===== src/rtl/pspl_master_pkg.sv =====
// Shared PS/PL protocol definitions: command codes exchanged on ctrl_out/ctrl_in,
// master state encoding and small elaboration-time helpers.
package pspl_master_pkg;

  typedef enum logic [7:0] {
    CMD_IDLE       = 8'd0,
    CMD_CALC       = 8'd1,
    CMD_SCAN       = 8'd2,
    CMD_PRINT      = 8'd3,
    CMD_IDLE_SYNC  = 8'd5,
    CMD_CALC_SYNC  = 8'd6,
    CMD_SCAN_SYNC  = 8'd7,
    CMD_PRINT_SYNC = 8'd8
  } cmd_e;

  // ST_ERROR is only reachable when the watchdog is compiled in.
  typedef enum logic [3:0] {
    ST_IDLE,
    ST_SYNC0,
    ST_SCAN,
    ST_SCAN_PUT,
    ST_SYNC1,
    ST_CALC,
    ST_SYNC2,
    ST_PRINT,
    ST_PRINT_ACK,
    ST_SYNC3,
    ST_ERROR
  } state_e;

  // Command code each state presents to the PL side.
  function automatic cmd_e state_cmd(input state_e s);
    case (s)
      ST_SCAN:      return CMD_SCAN;
      ST_SCAN_PUT:  return CMD_SCAN_SYNC;
      ST_CALC:      return CMD_CALC;
      ST_PRINT:     return CMD_PRINT;
      ST_PRINT_ACK: return CMD_PRINT_SYNC;
      default:      return CMD_IDLE;
    endcase
  endfunction

  function automatic int ceil_div(input int a, input int b);
    return (a + b - 1) / b;
  endfunction

endpackage


===== src/rtl/pspl_watchdog.sv =====
// Wait-state watchdog: counts cycles spent in one state and flags expiry at
// TIMEOUT_CYCLES. Only instantiated when PSPL_MASTER_TIMEOUT_EN is defined.
module pspl_watchdog #(
  parameter int TIMEOUT_CYCLES = 1024
) (
  input  logic clock,
  input  logic reset_n,
  input  logic i_clear,
  input  logic i_count,
  output logic o_expired
);

  localparam int CW = $clog2(TIMEOUT_CYCLES + 1);

  logic [CW-1:0] r_count;

  // Saturating cycle counter; a state change restarts it.
  always_ff @(posedge clock or negedge reset_n) begin
    if (!reset_n) begin
      r_count <= '0;
    end else if (i_clear) begin
      r_count <= '0;
    end else if (i_count && !o_expired) begin
      r_count <= r_count + 1'b1;
    end
  end

  assign o_expired = (r_count == CW'(TIMEOUT_CYCLES));

endmodule


===== src/rtl/pspl_master.sv =====
// PS-side master of the PS/PL command handshake: scans the tx buffer out word by
// word, triggers a calculation, then prints the result words back into rx_buffer.
// Optional watchdog abort: define PSPL_MASTER_TIMEOUT_EN.
module pspl_master
  import pspl_master_pkg::*;
#(
  parameter int DATA_WIDTH       = 32,
  parameter int BUFFER_IN_WIDTH  = 16,
  parameter int BUFFER_OUT_WIDTH = 16,
  parameter int TIMEOUT_CYCLES   = 1024
) (
  input  logic                        clock,
  input  logic                        reset_n,
  input  logic                        start,
  input  logic [BUFFER_IN_WIDTH-1:0]  tx_buffer,
  output logic [BUFFER_OUT_WIDTH-1:0] rx_buffer,
  output logic                        busy,
  output logic                        done,
  output logic                        error,
  output logic [7:0]                  ctrl_out,
  input  logic [7:0]                  ctrl_in,
  output logic [DATA_WIDTH-1:0]       data_out,
  input  logic [DATA_WIDTH-1:0]       data_in
);

  localparam int NWI    = ceil_div(BUFFER_IN_WIDTH, DATA_WIDTH);
  localparam int NWO    = ceil_div(BUFFER_OUT_WIDTH, DATA_WIDTH);
  localparam int NW_MAX = (NWI > NWO) ? NWI : NWO;
  localparam int KW     = (NW_MAX > 1) ? $clog2(NW_MAX) : 1;
  localparam int TXW    = NWI * DATA_WIDTH;

  if (DATA_WIDTH < 1 || BUFFER_IN_WIDTH < 1 || BUFFER_OUT_WIDTH < 1 || TIMEOUT_CYCLES < 1) begin : g_bad_params
    $error("pspl_master: all widths and TIMEOUT_CYCLES must be at least 1");
  end

  state_e                      r_state, w_state_next;
  logic [7:0]                  r_cin;
  logic [DATA_WIDTH-1:0]       r_din;
  logic [BUFFER_IN_WIDTH-1:0]  r_tx;
  logic [TXW-1:0]              w_tx_ext;
  logic [KW-1:0]               r_k, w_k_next;
  logic [7:0]                  r_ctrl_out;
  logic [DATA_WIDTH-1:0]       r_data_out, w_data_next;
  logic [BUFFER_OUT_WIDTH-1:0] r_rx, w_rx_next;
  logic                        r_busy, r_done, w_done_next;
  logic                        w_tx_load, w_rx_write;
  logic                        w_unused_din;

  // Zero-extends a partial last tx word.
  assign w_tx_ext = TXW'(r_tx);

  // Upper din bits fall outside rx_buffer when the last word is partial.
  assign w_unused_din = ^r_din;

`ifdef PSPL_MASTER_TIMEOUT_EN
  logic r_error;
  logic w_wd_clear, w_wd_count, w_wd_expired;

  assign w_wd_clear = (w_state_next != r_state);
  assign w_wd_count = (r_state != ST_IDLE) && (r_state != ST_ERROR);

  pspl_watchdog #(
    .TIMEOUT_CYCLES(TIMEOUT_CYCLES)
  ) u_watchdog (
    .clock    (clock),
    .reset_n  (reset_n),
    .i_clear  (w_wd_clear),
    .i_count  (w_wd_count),
    .o_expired(w_wd_expired)
  );
`endif

  // Input stage: the PL echo and its data word are registered together.
  always_ff @(posedge clock or negedge reset_n) begin
    if (!reset_n) begin
      r_cin <= '0;
      r_din <= '0;
    end else begin
      // NOTE: sequential state uses non-blocking assignments so every register
      // samples pre-edge values regardless of block evaluation order.
      r_cin <= ctrl_in;
      r_din <= data_in;
    end
  end

  // FSM state register.
  always_ff @(posedge clock or negedge reset_n) begin
    if (!reset_n) r_state <= ST_IDLE;
    else          r_state <= w_state_next;
  end

  // Next-state logic: each wait state advances only on its expected echo.
  always_comb begin
    // NOTE: every output of this block gets a default first; a path that left
    // one unassigned would infer a latch.
    w_state_next = r_state;
    w_k_next     = r_k;
    w_tx_load    = 1'b0;
    w_data_next  = r_data_out;
    w_rx_write   = 1'b0;
    w_done_next  = 1'b0;
    case (r_state)
      ST_IDLE: begin
        if (start) begin
          w_tx_load    = 1'b1;
          w_k_next     = '0;
          w_state_next = ST_SYNC0;
        end
      end
      ST_SYNC0: if (r_cin == CMD_IDLE_SYNC) w_state_next = ST_SCAN;
      ST_SCAN: begin
        if (r_cin == CMD_SCAN) begin
          w_data_next  = w_tx_ext[int'(r_k) * DATA_WIDTH +: DATA_WIDTH];
          w_state_next = ST_SCAN_PUT;
        end
      end
      ST_SCAN_PUT: begin
        if (r_cin == CMD_SCAN_SYNC) begin
          if (r_k == KW'(NWI - 1)) begin
            w_state_next = ST_SYNC1;
          end else begin
            w_k_next     = r_k + 1'b1;
            w_state_next = ST_SCAN;
          end
        end
      end
      ST_SYNC1: if (r_cin == CMD_IDLE_SYNC) w_state_next = ST_CALC;
      ST_CALC:  if (r_cin == CMD_CALC_SYNC) w_state_next = ST_SYNC2;
      ST_SYNC2: begin
        if (r_cin == CMD_IDLE_SYNC) begin
          w_k_next     = '0;
          w_state_next = ST_PRINT;
        end
      end
      ST_PRINT: begin
        if (r_cin == CMD_PRINT) begin
          w_rx_write   = 1'b1;
          w_state_next = ST_PRINT_ACK;
        end
      end
      ST_PRINT_ACK: begin
        if (r_cin == CMD_PRINT_SYNC) begin
          if (r_k == KW'(NWO - 1)) begin
            w_state_next = ST_SYNC3;
          end else begin
            w_k_next     = r_k + 1'b1;
            w_state_next = ST_PRINT;
          end
        end
      end
      ST_SYNC3: begin
        if (r_cin == CMD_IDLE_SYNC) begin
          w_done_next  = 1'b1;
          w_state_next = ST_IDLE;
        end
      end
`ifdef PSPL_MASTER_TIMEOUT_EN
      ST_ERROR: begin
        if (start) begin
          w_tx_load    = 1'b1;
          w_k_next     = '0;
          w_state_next = ST_SYNC0;
        end
      end
`endif
      default: w_state_next = ST_IDLE;
    endcase
`ifdef PSPL_MASTER_TIMEOUT_EN
    // An expired wait overrides any handshake progress in the same cycle.
    if (w_wd_expired && w_wd_count) begin
      w_state_next = ST_ERROR;
      w_k_next     = r_k;
      w_rx_write   = 1'b0;
      w_done_next  = 1'b0;
      w_data_next  = r_data_out;
    end
`endif
  end

  // Place the captured word into rx slot k; bits past the buffer end are dropped.
  always_comb begin
    w_rx_next = r_rx;
    if (w_rx_write) begin
      for (int i = 0; i < BUFFER_OUT_WIDTH; i++) begin
        if (i / DATA_WIDTH == int'(r_k)) w_rx_next[i] = r_din[i % DATA_WIDTH];
      end
    end
  end

  // Datapath and output registers; outputs follow the state they describe.
  always_ff @(posedge clock or negedge reset_n) begin
    if (!reset_n) begin
      // NOTE: the rx buffer is a handful of flops, not a RAM, so it is reset
      // along with the rest of the outputs.
      r_k        <= '0;
      r_tx       <= '0;
      r_ctrl_out <= '0;
      r_data_out <= '0;
      r_rx       <= '0;
      r_busy     <= 1'b0;
      r_done     <= 1'b0;
    end else begin
      r_k        <= w_k_next;
      if (w_tx_load) r_tx <= tx_buffer;
      r_ctrl_out <= state_cmd(w_state_next);
      r_data_out <= w_data_next;
      r_rx       <= w_rx_next;
      r_busy     <= (w_state_next != ST_IDLE) && (w_state_next != ST_ERROR);
      r_done     <= w_done_next;
    end
  end

`ifdef PSPL_MASTER_TIMEOUT_EN
  // Error flag: raised on watchdog abort, cleared by the restarting start.
  always_ff @(posedge clock or negedge reset_n) begin
    if (!reset_n)                     r_error <= 1'b0;
    else if (w_tx_load)               r_error <= 1'b0;
    else if (w_state_next == ST_ERROR) r_error <= 1'b1;
  end
  assign error = r_error;
`else
  assign error = 1'b0;
`endif

  assign ctrl_out  = r_ctrl_out;
  assign data_out  = r_data_out;
  assign rx_buffer = r_rx;
  assign busy      = r_busy;
  assign done      = r_done;

endmodule


===== config.mk =====
export PLATFORM = sky130hd
export DESIGN_NAME = pspl_master
export DESIGN_NICKNAME = d
export VERILOG_FILES = /design/src/rtl/pspl_master_pkg.sv /design/src/rtl/pspl_watchdog.sv /design/src/rtl/pspl_master.sv
export SDC_FILE = /design/constraint.sdc
export NUM_CORES = 1
export LEC_CHECK = 0
export CAP_MARGIN = 15
export CORE_ASPECT_RATIO = 1.2
export CORE_MARGIN = 5
export CORE_UTILIZATION = 45
export DETAILED_ROUTE_END_ITERATION = 12
export GPL_TIMING_DRIVEN = 0
export HOLD_SLACK_MARGIN = 0.05
export PLACE_DENSITY = 0.9
export SETUP_SLACK_MARGIN = 0.05
export SLEW_MARGIN = 25
export SYNTH_ARGS = -nofsm -noshare
export SYNTH_HDL_FRONTEND = slang
export SYNTH_SLANG_ARGS = --single-unit

===== constraint.sdc =====
create_clock -name clock -period 3.24 [get_ports clock]
set_input_delay 0.648 -clock clock [delete_from_list [all_inputs] [get_ports clock]]
set_output_delay 0.648 -clock clock [all_outputs]
set_load 0.005 [all_outputs]

After elaboration in Yosys (flattened, before gate mapping)
Cells that the tools add are included.
Word-level totals
  flip-flop bits (word level): 103
  input port bits: 59
Operators by class
  shift-type cells: 1
  bitwise logic cells: 1
  $add $sub $neg: 1
  equality and inequality tests: 25
  muxes and demuxes: 26
  reduce and logical (&&, ||, !) cells: 7
Operators by type and width (number)
  $mux W4: 11
  $pmux W4 S10: 1
  $shiftx A32 B7 Y32: 1
  $eq A4 B3 Y1 const B: 6
  $eq A8 B3 Y1 const B: 3
  $pmux W4 S5: 1
  $eq A4 B2 Y1 const B: 4
  $eq A8 B2 Y1 const B: 2
  $eq A4 B4 Y1 const B: 3
  $mux W1: 11
  $eq A8 B4 Y1 const B: 1
  $ne A2 B2 Y1 const B: 4
  $reduce_bool A4 Y1: 2
  $reduce_and A5 Y1: 1
  $eq A4 B1 Y1 const B: 1
  $logic_not A4 Y1: 1
  $ne A4 B4 Y1 const B: 1
  $pmux W1 S4: 1
  $reduce_and A2 Y1: 2
  $mux W3: 1
  $add A1 B1 Y1 const B: 1
  $logic_and A1 B1 Y1: 1
  $not A1 Y1: 1

Longest topological paths before layout
  word-level depth: 5
  gate-level depth with buffers: 7
  gate-level depth less buffers: 6

Worst setup path before layout
OpenSTA, ideal clock, no wires.
  path kind: register to register
  start: register r_cin[5]
  end: register r_data_out[10], in the netlist data_out[10]
  slack: 1.135 ns
  required time: 3.115 ns
  cell stages (with the launch flop): 7
  library setup time: 0.125 ns
  arrival: 1.980 ns
  path through: dfrtp_1 nor4_4 nand3_2 or4_1 buf_6 buf_12 mux2_4
Between the ends
  longest elaborated chain between the ends: 2
RTL lines
  start, declared: RTL line pspl_master.sv:37  | logic [7:0] r_cin;
  start signal, assigned: RTL line pspl_master.sv:81  | r_cin <= ctrl_in;
  $eq A8 B2 Y1: RTL line pspl_master.sv:112  | if (r_cin == CMD_SCAN) begin
  $reduce_and A2 Y1 (no line)
  end signal, assigned: RTL line pspl_master.sv:206  | r_data_out <= w_data_next;
  end, declared: RTL line pspl_master.sv:43  | logic [DATA_WIDTH-1:0] r_data_out, w_data_next;
Every way passes these cells.
A chain may end at the register's enable or synchronous reset.

Final worst setup path
  start: register r_cin[5]
  end: register r_data_out[12], in the netlist data_out[12]
The elaborated chain is that of the path after synthesis.

==> impl_metrics.json <==
{
  "fin_crit_sh": 0.719,
  "ctsHoldBuffers": 0,
  "path_class": "flop to flop",
  "cp_slowest_cell": "nor4_4",
  "comb_power_share": 0.174,
  "vias": 1973,
  "max_freq_mhz": 430,
  "gp_congestion": 0.889,
  "cp_cell_sequence": "nor4_4 -> nand3_2 -> or4_1 -> buf_6 -> buf_12 -> mux2_4",
  "dp_hpwl_um": 4580,
  "startpoint_type": "flop",
  "die_w_um": 87.6,
  "wl_per_cell_um": 14.2,
  "syn_to_final_growth_pct": 38.5,
  "cp-end-kind": "flop",
  "boundaryPins": 118,
  "numCtsBuffers": 9,
  "start_util": 0.456,
  "first_global_vias": 1972,
  "clock_sinks": 82,
  "pre_cts_slack_ps": 680,
  "synth-seq-cells": 82,
  "grt_use_met1": 0.178,
  "grtUsageMet3": 0.0436,
  "peakVddDrop_mv": 0.416,
  "drv_slew": 0,
  "num_rows": 34,
  "grt_first_pass_wirelength_um": 9590,
  "fin_area_um2": 4510,
  "dieHeight_um": 103,
  "intPower_mw": 1.97,
  "drive_above_1_share": 0.297,
  "hold_viol_final": 0,
  "drtPass1Iterations": 4,
  "wl_um": 6060,
  "antennaDiodeCount": 0,
  "syn_inst": 220,
  "post_cts_resize_count": 0,
  "layout.nets": 391,
  "postCtsSetupBuffers": 0,
  "drc": 0,
  "dieArea_um2": 9040,
  "hold_class": "input pin to async pin",
  "core_area_um2": 7150,
  "final_core_util": 0.631,
  "worst_path_largest_cell_delay_ps": 520,
  "multiInputGateArea_um2": 1030,
  "worst_pin_slew_ps": 605,
  "ant_nets": 0,
  "synth_seq_area_share": 0.630,
  "clk_path_buf_depth": 2,
  "synthArstFlopShare": 1.00,
  "min_period_ps": 2330,
  "critPathMaxFanout": 10,
  "maxCapViolations": 0,
  "viasPerCell": 4.62,
  "seq_area_um2": 2050,
  "netSwitchingFraction": 0.239,
  "netlist_area_um2": 3260,
  "power.density_nw_per_um2": 575,
  "rsz0062_at_grt": "no",
  "overflow": 0,
  "postPlaceCellArea_um2": 4260,
  "slew_headroom": 0.591,
  "clk_pin_slew_ps": 80,
  "n_fill_cell": 554,
  "grt-busiest-layer": "met2",
  "synth_edf_count": 0,
  "gr-usage-met2": 0.214,
  "setup_violations": 0,
  "hold_ws_ps": 306,
  "critPathArrivalTime_ps": 2540,
  "ctsHtreeMaxLevel": 3,
  "final.setup_skew_ps": 10.4,
  "tritoncts": "done",
  "p_seq_frac": 0.482,
  "yosys_warnings": 0,
  "drtIter0Drc": 50,
  "p_switching_mw": 0.620,
  "p_clk_frac": 0.343,
  "timing.final.ws_setup_ps": 912,
  "p_leak_nw": 2.16,
  "synthFlopType": "dfrtp_1",
  "antenna_found_initial": 0,
  "power.total_mw": 2.59,
  "synth_cell_types": 42,
  "r2r_slack_ps": 910,
  "grt_use_total": 0.141,
  "syn_area_per_cell_um2": 14.8,
  "worstPathRequired_ps": 3460,
  "status": "completed",
  "insertion_delay_ps": 340,
  "cts_root_buf": "clkbuf_8",
  "grt_max_degree": 48,
  "port_buffers": 80
}
==> worst max-delay path, delay by kind of cell, from the launching register on <==
kind | cells | cell delay (ps)
buffers and inverters | 2 | 320
flip-flops | 1 | 410
multiplexers | 1 | 290
AND/OR/NAND/NOR | 3 | 1180
==> cell usage in the layout, fill, tap and decap left out, drive strengths merged, types with 2 or more instances in the layout <==
| master | n |
|---|---|
| nand2 | 5 |
| a31oi | 2 |
| mux2 | 48 |
| nor3b | 2 |
| nand3 | 8 |
| nor2 | 5 |
| clkdlybuf4s50 | 79 |
| and3 | 3 |
| conb | 21 |
| dfrtp | 82 |
| nor2b | 3 |
| nor4b | 2 |
| bufinv | 3 |
| nand3b | 2 |
| o21ai | 2 |
| inv | 6 |
| clkbuf | 13 |
| buf | 28 |
| or4 | 2 |
==> worst paths after layout <==
| path | startpoint | endpoint | depth (start not counted) |
|---|---|---|---|
| max | r_cin[5] | data_out[12] | 6 |
| min | reset_n | rx_buffer[12] | 1 |
| max reg2reg | r_cin[5] | data_out[12] | 6 |
| min reg2reg | r_din[8] | rx_buffer[8] | 1 |
| max in group asynchronous | reset_n | r_tx[3] | 2 |
| min in group clock | r_din[8] | rx_buffer[8] | 1 |
==> sequential cells by signal (all words and copies together) (netlist names) <==
signal,flops
data_out,16
r_din,16
r_tx,16
rx_buffer,16
r_cin,8
ctrl_out,4
r_state,4
busy,1
done,1
==> power by group through the flow <==
stage / combinational, mW / sequential [mW] / clock, mW
6_report: 0.452 / 1.25 / 0.890
5_1_grt: 0.500 / 1.27 / 0.963
4_1_cts: 0.458 / 1.25 / 0.919
3_5_place_dp: 0.459 / 1.27 / 0
3_3_place_gp: 0.435 / 1.25 / 0
2_1_floorplan: 0.282 / 1.25 / 0
==> through the flow <==
| stage | TNS (ps) | cells |
|---|---|---|
| finish | 0 | 427 |
| detailed placement | 0 | 411 |
| global route | 0 | 427 |
| CTS | 0 | 427 |
| global placement | -99260 | 410 |
| floorplan | 0 | 240 |
==> synthesized netlist by cell type, drive strengths merged (3+ instances only) <==
cell,instances,area (um2)
buf,26,219
mux2,48,582
nor2b,3,18.8
nor2,5,18.8
clkbuf,3,11.3
and3,3,21.3
nand3,8,45.0
dfrtp,82,2050
nand2,5,18.8
inv,5,18.8
==> area by class of cell <==
| cell class | count | area share |
|---|---|---|
| flip-flops and latches | 82 | 0.455 |
| multi-input cells | 124 | 0.228 |
| repair buffers | 81 | 0.181 |
| plain buffers | 29 | 0.0510 |
| clock buffers | 10 | 0.0305 |
| well taps | 90 | 0.0250 |
| clock inverters | 6 | 0.0247 |
| inverters | 5 | 0.00416 |
==> metal layers <==
metal	part of all wire	routed length (um)	vias up
li1	-	-	948
met1	0.41	2500	928
met2	0.48	2900	82
met3	0.081	491	15
met4	0.029	173	0
met5	0	0	-
==> cell families after synthesis <==
kind of cell | synth area share
DFF | 0.630
other | 0.00115
buffers and inverters | 0.0765
and+or+nand+nor | 0.0822
muxes | 0.182
AOI/OAI and AO/OA | 0.0281
Note: power is estimated with default switching activity, not from simulation.
